<file path="src/rtl/ebr_spi_reader.sv">
// Drains a completed camera line from the 512x8 line-buffer EBR to the host over an SPI
// mode-0 slave port. sck/scsn are oversampled in the xclk domain (xclk >= 8x sck).
module ebr_spi_reader #(
   parameter int unsigned ADDR_W = 9,
   parameter logic [7:0]  HDR    = 8'hA5,
   parameter logic [7:0]  FILL   = 8'hFF
) (
   input  logic              xclk,
   input  logic              rstn,
   input  logic              sck,
   input  logic              scsn,
   output logic              miso,
   output logic              misoOe,
   input  logic              lineValid,
   input  logic [ADDR_W:0]   lineLen,
   output logic [ADDR_W-1:0] ebrRAddr,
   output logic              ebrRE,
   input  logic [7:0]        ebrRData,
   output logic              lineDone,
   output logic              overrun,
   output logic              aborted
);

   localparam int unsigned LW = ADDR_W + 1;

   typedef enum logic [1:0] {StIdle, StHdr, StData, StPad} state_t;

   state_t            r_state, w_state_d;
   logic [2:0]        r_sck_q, r_cs_q;
   logic [7:0]        r_shift, w_shift_d;
   logic [7:0]        r_next, w_next_d;
   logic [7:0]        r_hold, w_hold_d;
   logic              r_load, w_load_d;
   logic [2:0]        r_bit_cnt, w_bit_cnt_d;
   logic [LW-1:0]     r_byte_idx, w_byte_idx_d;
   logic [LW-1:0]     r_len, w_len_d;
   logic              r_pending, w_pending_d;
   logic [ADDR_W-1:0] r_addr, w_addr_d;
   logic              r_re, w_re_d;
   logic              r_cap;
   logic              r_oe;
   logic              r_done, w_done_d;
   logic              r_ovr, w_ovr_d;
   logic              r_abt, w_abt_d;

   logic              w_sck_rise, w_sck_fall, w_cs_fall, w_cs_rise;
   logic              w_byte_end, w_final;
   logic [LW-1:0]     w_max, w_len_in, w_addr_nxt;

   assign w_sck_rise = r_sck_q[1] & ~r_sck_q[2];
   assign w_sck_fall = ~r_sck_q[1] & r_sck_q[2];
   assign w_cs_fall  = ~r_cs_q[1] & r_cs_q[2];
   assign w_cs_rise  = r_cs_q[1] & ~r_cs_q[2];
   assign w_byte_end = w_sck_rise & (r_bit_cnt == 3'd7);
   assign w_max      = LW'(1 << ADDR_W);
   assign w_len_in   = (lineLen > w_max) ? w_max : lineLen;
   assign w_addr_nxt = {1'b0, r_addr} + LW'(1);
   assign w_final    = (r_state == StData) & w_byte_end & (r_byte_idx == r_len - LW'(1));

   assign miso     = r_shift[7];
   assign misoOe   = r_oe;
   assign ebrRAddr = r_addr;
   assign ebrRE    = r_re;
   assign lineDone = r_done;
   assign overrun  = r_ovr;
   assign aborted  = r_abt;

   always_comb begin
      w_state_d    = r_state;
      w_shift_d    = r_shift;
      w_next_d     = r_next;
      w_hold_d     = r_hold;
      w_load_d     = r_load;
      w_bit_cnt_d  = r_bit_cnt;
      w_byte_idx_d = r_byte_idx;
      w_len_d      = r_len;
      w_pending_d  = r_pending;
      w_addr_d     = r_addr;
      w_re_d       = 1'b0;
      w_done_d     = 1'b0;
      w_ovr_d      = 1'b0;
      w_abt_d      = 1'b0;

      if (r_cap) w_next_d = ebrRData;

      if (r_state != StIdle) begin
         if (w_sck_rise) w_bit_cnt_d = r_bit_cnt + 3'd1;
         if (w_byte_end) w_load_d = 1'b1;
         if (w_sck_fall) begin
            if (r_load) begin
               w_shift_d = r_hold;
               w_load_d  = 1'b0;
            end else begin
               w_shift_d = {r_shift[6:0], 1'b0};
            end
         end
      end

      // r_hold carries the byte for the coming load while r_next receives the next prefetch.
      unique case (r_state)
         StIdle: begin
            if (w_cs_fall) begin
               w_bit_cnt_d  = 3'd0;
               w_byte_idx_d = '0;
               w_load_d     = 1'b0;
               if (r_pending) begin
                  w_shift_d = HDR;
                  w_state_d = StHdr;
                  w_re_d    = 1'b1;
                  w_addr_d  = '0;
               end else begin
                  w_shift_d = FILL;
                  w_hold_d  = FILL;
                  w_state_d = StPad;
               end
            end
         end
         StHdr: begin
            if (w_byte_end) begin
               w_state_d = StData;
               w_hold_d  = r_next;
               if (w_addr_nxt < r_len) begin
                  w_re_d   = 1'b1;
                  w_addr_d = w_addr_nxt[ADDR_W-1:0];
               end
            end
         end
         StData: begin
            if (w_byte_end) begin
               w_byte_idx_d = r_byte_idx + LW'(1);
               if (w_final) begin
                  w_done_d  = 1'b1;
                  w_hold_d  = FILL;
                  w_next_d  = FILL;
                  w_state_d = StPad;
               end else begin
                  w_hold_d = r_next;
                  if (w_addr_nxt < r_len) begin
                     w_re_d   = 1'b1;
                     w_addr_d = w_addr_nxt[ADDR_W-1:0];
                  end
               end
            end
         end
         StPad: begin
            if (w_byte_end) w_hold_d = FILL;
         end
         default: w_state_d = StIdle;
      endcase

      if ((r_state != StIdle) && w_cs_rise) begin
         w_state_d = StIdle;
         w_shift_d = 8'h00;
         w_load_d  = 1'b0;
         w_abt_d   = ((r_state == StHdr) || (r_state == StData)) && !w_final;
      end

      if (w_final) w_pending_d = 1'b0;
      if (lineValid && (lineLen != '0)) begin
         if (!r_pending || w_final) begin
            w_pending_d = 1'b1;
            w_len_d     = w_len_in;
         end else begin
            w_ovr_d = 1'b1;
         end
      end
   end

   // Chip-select synchroniser resets to "asserted" so a select already low at reset release
   // produces no csFall and is ignored.
   always_ff @(posedge xclk or negedge rstn) begin
      if (!rstn) begin
         r_state    <= StIdle;
         r_sck_q    <= 3'b000;
         r_cs_q     <= 3'b000;
         r_shift    <= 8'h00;
         r_next     <= 8'h00;
         r_hold     <= 8'h00;
         r_load     <= 1'b0;
         r_bit_cnt  <= 3'd0;
         r_byte_idx <= '0;
         r_len      <= '0;
         r_pending  <= 1'b0;
         r_addr     <= '0;
         r_re       <= 1'b0;
         r_cap      <= 1'b0;
         r_oe       <= 1'b0;
         r_done     <= 1'b0;
         r_ovr      <= 1'b0;
         r_abt      <= 1'b0;
      end else begin
         r_state    <= w_state_d;
         r_sck_q    <= {r_sck_q[1:0], sck};
         r_cs_q     <= {r_cs_q[1:0], scsn};
         r_shift    <= w_shift_d;
         r_next     <= w_next_d;
         r_hold     <= w_hold_d;
         r_load     <= w_load_d;
         r_bit_cnt  <= w_bit_cnt_d;
         r_byte_idx <= w_byte_idx_d;
         r_len      <= w_len_d;
         r_pending  <= w_pending_d;
         r_addr     <= w_addr_d;
         r_re       <= w_re_d;
         r_cap      <= r_re;
         r_oe       <= (w_state_d != StIdle);
         r_done     <= w_done_d;
         r_ovr      <= w_ovr_d;
         r_abt      <= w_abt_d;
      end
   end

endmodule

</file>
<file path="config.mk">
export PLATFORM = sky130hd
export DESIGN_NAME = ebr_spi_reader
export DESIGN_NICKNAME = d
export VERILOG_FILES = /design/src/rtl/ebr_spi_reader.sv
export SDC_FILE = /design/constraint.sdc
export NUM_CORES = 1
export LEC_CHECK = 0
export ABC_AREA = 1
export CORE_UTILIZATION = 45
export DETAILED_ROUTE_END_ITERATION = 8
export PLACE_DENSITY_LB_ADDON = 0.1
export SLEW_MARGIN = 20
export SYNTH_ARGS = -nofsm -noshare
export SYNTH_HDL_FRONTEND = slang
export SYNTH_SLANG_ARGS = --single-unit
export TNS_END_PERCENT = 10
</file>
<file path="constraint.sdc">
create_clock -name xclk -period 3 [get_ports xclk]
set_clock_uncertainty 0.1 [all_clocks]
set_input_delay 0.75 -clock xclk [delete_from_list [all_inputs] [get_ports xclk]]
set_output_delay 0.75 -clock xclk [all_outputs]
set_load 0.005 [all_outputs]
</file>
Yosys cells after proc, flatten, opt, wreduce, memory -nomap -nowiden
Cells that the tools add are included.
{ "totals": {"input_bits": 23, "word_cells": 127, "regBits": 72} }
{ "op_classes": {"magnitude_cmp": 2, "reduce_logical": 17, "add_sub_neg": 4, "n_eq_ne": 12, "bitwise_logic": 11, "mux": 63} }
{ "ops": {"columns": ["cell", "count"], "rows": [
  ["8-bit 2-to-1 mux", 16],
  ["9-bit 2-to-1 mux", 6],
  ["8-bit one-hot mux with 4 select lines", 1],
  ["10-bit 2-to-1 mux", 3],
  ["9-bit one-hot mux with 3 select lines", 1],
  ["1-bit 2-to-1 mux", 22],
  ["10-bit one-hot mux with 2 select lines", 1],
  ["2-bit inequality test (second input constant)", 7],
  ["2-bit 2-to-1 mux", 6],
  ["3-bit 2-to-1 mux", 4],
  ["10-bit by 1-bit adder with 10-bit output (second input constant)", 1],
  ["9-bit by 1-bit adder with 10-bit output (second input constant)", 1],
  ["10-bit == test", 1],
  ["10-bit greater-than comparator (second input constant)", 1],
  ["10-bit < comparator", 1],
  ["10-bit nonzero test", 1],
  ["10-bit by 1-bit subtractor with 10-bit output (second input constant)", 1],
  ["1-bit AND", 7],
  ["7-bit 2-to-1 mux", 1],
  ["2-bit one-hot mux with 3 select lines", 1],
  ["6-bit AND reduction", 1],
  ["2-bit nonzero test", 3],
  ["5-bit AND reduction", 1],
  ["2-bit == test (second input constant)", 2],
  ["other kinds (12)", 19]
]} }

Logic depth before layout (Yosys ltp)
{ "depth": {"ltp_word": 10, "mapped_depth": 16, "mapped_depth_nobuf": 15} }

Least setup slack after synthesis
OpenSTA, ideal clock, no wires.
{ "synth_path": {"kind": "register to register", "start": "register r_addr[0], in the netlist ebrRAddr[0]", "end": "register r_addr[5], in the netlist ebrRAddr[5]", "path_slack_ns": 0.559, "required_time_ns": 2.779, "stages_incl_launch_ff": 15, "arrival_ns": 2.220, "setup_ns": 0.121, "path_buffers": 1, "path_cell_list": "dfrtp_1 nand3_1 nor2_1 and3_1 xnor2_1 inv_1 ha_1 a21oi_1 o21a_1 nand2_1 o21ai_0 nand3_2 buf_6 nand2_1 o21ai_1"} }
{ "synth_via": {"elab_chain_len": 6, "word_cells_on_any_way": 7, "classes_between": "add/sub (1); order compare (1); mux (5)"} }
{ "synth_lines": {"columns": ["element", "line_no", "rtl"], "rows": [
  ["start, declared", "38", "logic [ADDR_W-1:0] r_addr, w_addr_d;"],
  ["start signal, assigned", "203", "r_addr <= w_addr_d;"],
  ["9-bit by 1-bit adder with 10-bit output *", "57", "assign w_addr_nxt = {1'b0, r_addr} + LW'(1);"],
  ["10-bit < comparator", "122, 138", null],
  ["9-bit 2-to-1 mux *", "122, 138", null],
  ["9-bit 2-to-1 mux", "131", "if (w_final) begin"],
  ["9-bit 2-to-1 mux", "129", "if (w_byte_end) begin"],
  ["9-bit one-hot mux with 3 select lines *", "100", "unique case (r_state)"]
]} }
Every way passes the cells marked *; elsewhere a longest branch is shown, timed or not. The select of a mux whose other input is x is not followed.
A chain may end at the register's enable or synchronous reset.

Worst setup path after layout
{ "layout_path": {"start": "register r_addr[0], in the netlist ebrRAddr[0]", "end": "register r_addr[4], in the netlist ebrRAddr[4]"} }
The elaborated chain is that of the path after synthesis.

==> metrics.sh <==
OUTCOME='complete, but fails checks'
VIOLATED_CHECKS='design-rule violations'
TRACK_USAGE=0.1965
FLOW.AREA_GROWTH_FROM_SYNTHESIS_PCT=15.20
CRITICAL_PATH.SLOWEST_CELL='dfrtp_1'
SETUP.REG_TO_REG.WORST_SLACK_NS=0.37
SYNTHSIMPLEGATEAREAFRAC=0.2578
PORT_BUFFERS=37
FINAL.SETUP.WORST_SLACK_NS=0.3658
FINISH.CELL_COUNT_WITHOUT_FILLERS=692
DIE_H_UM=98.02
SYNTH-XOR-AREA-SHARE=0.02322
CLOCKROOTBUFFER='clkbuf_8'
WIRE_LENGTH_OF_THE_FIRST_GLOBAL_ROUTING_PASS_UM=15110
NUMBER_OF_GLOBAL_ROUTE_VIAS_BEFORE_REPAIR=3195
CTSHOLDBUFFERS=0
CP_COMMON_CELL='nand2_1'
SYNTH_SEQ_AREA_SHARE=0.4343
SYNTHADDERAREAFRAC=0.06031
FINAL_LAYOUT_SIZE_SUFFIX_GT1_FRAC=0.07877
TRITONCTS='yes'
ROUTED-VIA-COUNT=3457
FLOORPLAN.ROWS=34
END_KIND='register'
NUM_ANTENNA_CELLS=0
NUMBER_OF_BUFFER_AND_INVERTER_INSTANCES_ALONG_THE_WORST_SETUP_PATH=0
SLEW-LIMIT-HEADROOM=0.6556
FLOORPLAN.DIE_AREA_UM2=9608
DETAILEDROUTE.FIRSTPASSITERATIONCOUNT=7
POWER_DENSITY_nW_PER_UM2=708.1
TIMING.FINAL.HOLD_VIOLATIONS=0
CRIT_PATH_CELL_TRACE='ha_1 > nand2_1 > nor2_1 > nand4_1 > xnor2_1 > ha_1 > nand2_1 > o21a_1 > nand2_1 > o21ai_1 > nand3_4 > nand2_1 > o21ai_1'
SYNTH_COMPOUND_GATE_AREA_SHARE=0.1423
SYNTH_AREA_PER_CELL_UM2=7.669
WORST_HOLD_PATH_TYPE='reg -> reg'
FINALWEIGHTEDCONGESTION=0.8956
PATH_CLK_SLEW_NS=0.08
R2R-START='ebrRAddr[0]'
LEAKAGEPOWER_uW=0.002328
FINAL.MIN_CLOCK_PERIOD_NS=2.634
GLOBAL_ROUTE.OVERFLOW_TOTAL=0
CLOCK_SINKS=72
DRCVIOLATIONCOUNT=1
WORST-PATH-MAX-FANOUT=18
INITIAL_CELL_DENSITY_OF_THE_CORE=0.4712
POST_SYNTH_MAIN_AREA_CONTRIBUTORS='dfrtp_1 (43%), nand2_1 (14%), ha_1 (6.0%)'
YOSYSTOPAREACELL='dfrtp_1'
WORSTREG2REGEND='ebrRAddr[4]'
IO_PINS=38
SETUP_VIOL=0
HOLD_END='r_sck_q[1]'
SYNTH_TOP_FAMILY_BY_AREA='simple AND/OR/NAND/NOR gates'
WORSTPATHARRIVAL_NS=2.76
POST_DETAIL_PLACE_HPWL_UM=6420
PATH_DEPTH=13
PLACE_WORST_SETUP_SLACK_NS=0.2414
PATH_CLASS='reg -> reg'
POSTROUTEANTENNANETS=0
MAXCLOCKFREQUENCY_GHz=0.3796
ROUTED_WIRE_LENGTH_PER_INSTANCE_UM=12.59
SYNTH-ASYNC-RESET-RATIO=1.000
MUXSHAREOFSYNTHAREA=0
HTREE_NUM_LEVELS=3
INSERTION_DELAY_NS=0.35
PLACEDINSTANCEAREA_UM2=4599
CTS_BUFFERS=9
WORST-SLEW-PIN-TRANSITION_NS=0.5126
WORSTSETUPSTARTPOINTTYPE='register'
SYNTH_ENABLE_FLOP_CELLS=0
POSTSYNTHREGISTERBITS=72
RSZ0062_AT_GRT='no'
SYNTH.LIB_CELLS_USED.DISTINCT=37
FINAL_DESIGN_AREA_EXCLUDING_FILLERS_UM2=4780
CPLARGESTDELAYFAMILY='simple AND/OR/NAND/NOR gates'
WORSTHOLDSTART='r_sck_q[0]'
REPORT.FINAL.SLEW_VIOL_COUNT=0
LAYOUT_WORST_PATH_CYCLE_SHARE=0.8781
MAXCAPVIOLCOUNT=0
MAPPEDNETLISTAREA_UM2=4149
YS_DOMINANT_REG_CELL='dfrtp_1'
FP.DIEW_UM=98.02
HOLD_DEPTH=0
FLOORPLAN.CORE_AREA_UM2=8806
FIRST_ITER_VIOLATIONS=163
MAPPEDNETLISTNETS=584
SYNTH_MOST_COMMON_CELL='nand2_1'
YOSYS-TOP-CELLS-COUNT='nand2_1 (158), dfrtp_1 (72), inv_1 (62)'
SYN-INSTANCE-COUNT=541
REG2REGPATHDEPTH=13
GRT_MAX_DEGREE=73
PEAK_SUPPLY_DROP_mV=0.3157
FINALWIRELENGTH_UM=8710
SETUP_TNS_NS=0
RATIO_OF_ROUTED_VIAS_TO_STANDARD_CELLS=4.996
NUMPLACEDINSTANCES=676
REQUIRED_NS=3.13
NUMBER_OF_ANTENNA_VIOLATIONS_AT_THE_FIRST_CHECK_IN_GLOBAL_ROUTING=0
NNETSFINAL=622
YOSYS.AREA.TOP_TYPE_SHARE=0.4343
YS_WARN_COUNT=0
FIN_WORST_HOLD_SLACK_NS=0.2600
MAX_STAGE_DELAY_NS=0.43
CTS_BUFFER_DEPTH=2
[registers in the layout, summed over array words and instances (netlist names), 2 cells and up]
name / count
r_sck_q: 3
r_len: 10
r_hold: 8
r_next: 8
r_cs_q: 3
r_bit_cnt: 3
r_state: 2
ebrRAddr: 9
r_shift: 8
r_byte_idx: 10
[power by group]
part	leakage (µW)	switching [µW]	internal [µW]
sequential	0.000917	173	1210
combinational	0.00133	813	500
clock	0.0000789	384	303
[stage by stage]
step	utilization	power (µW)
after floorplan	-	2319
after global placement	0.5223	2667
after detailed placement	0.5223	2695
after CTS	0.5419	3395
after global routing	0.5428	3690
final	0.5428	3384
[final cells by class]
type                       count  area (µm²)
inverter                      68       255.2
clock inverter                 6       45.04
sequential                    72        1802
multi-input combinational    388        2014
clock buffer                  10       127.6
fill                         866        4026
timing repair buffer          40       400.4
tap                          108       135.1
[layer usage]
metal,part of all wire,wire [µm],global-route usage,vias up
li1,-,-,-,1825
met4,0.0063,55,0.05594,0
met5,0,0,0,-
met1,0.51,4480,0.2873,1553
met2,0.44,3796,0.2952,74
met3,0.043,378,0.03865,5
[what timing repair did]
item                                   CTS  global route
buffers inserted                         0             0
setup endpoints to repair                0             9
endpoints found under the hold margin    0             0
gates resized for setup                  0             2
[cells in the final DEF, fill, tap and decap left out, types with 9 or more instances in the layout]
cell and count:
nand2_1 158, dfrtp_1 72, inv_1 62, nor2_1 48, clkdlybuf4s50_1 36, a21oi_1 32, o21ai_0 25, ha_1 20
o21ai_1 19, nand3_1 14, clkbuf_8 9
[worst max-delay path by stage]
stage                           start     endpoint
final                     ebrRAddr[0]  ebrRAddr[4]
after detailed placement  ebrRAddr[0]  ebrRAddr[4]
after global placement     lineLen[1]     r_len[4]
after CTS                 ebrRAddr[0]  ebrRAddr[4]
after global routing      ebrRAddr[0]  ebrRAddr[2]
after floorplan           ebrRAddr[0]  ebrRAddr[5]
[cells by family (layout without fill, tap and decap cells)]
logic type      after synthesis  after routing
simple gates                254            254
buf+inv                      81            124
flops                        72             72
xor+xnor                     11             11
compound gates              103            103
fa+ha+maj                    20             20
(Power assumes the default switching activity.)
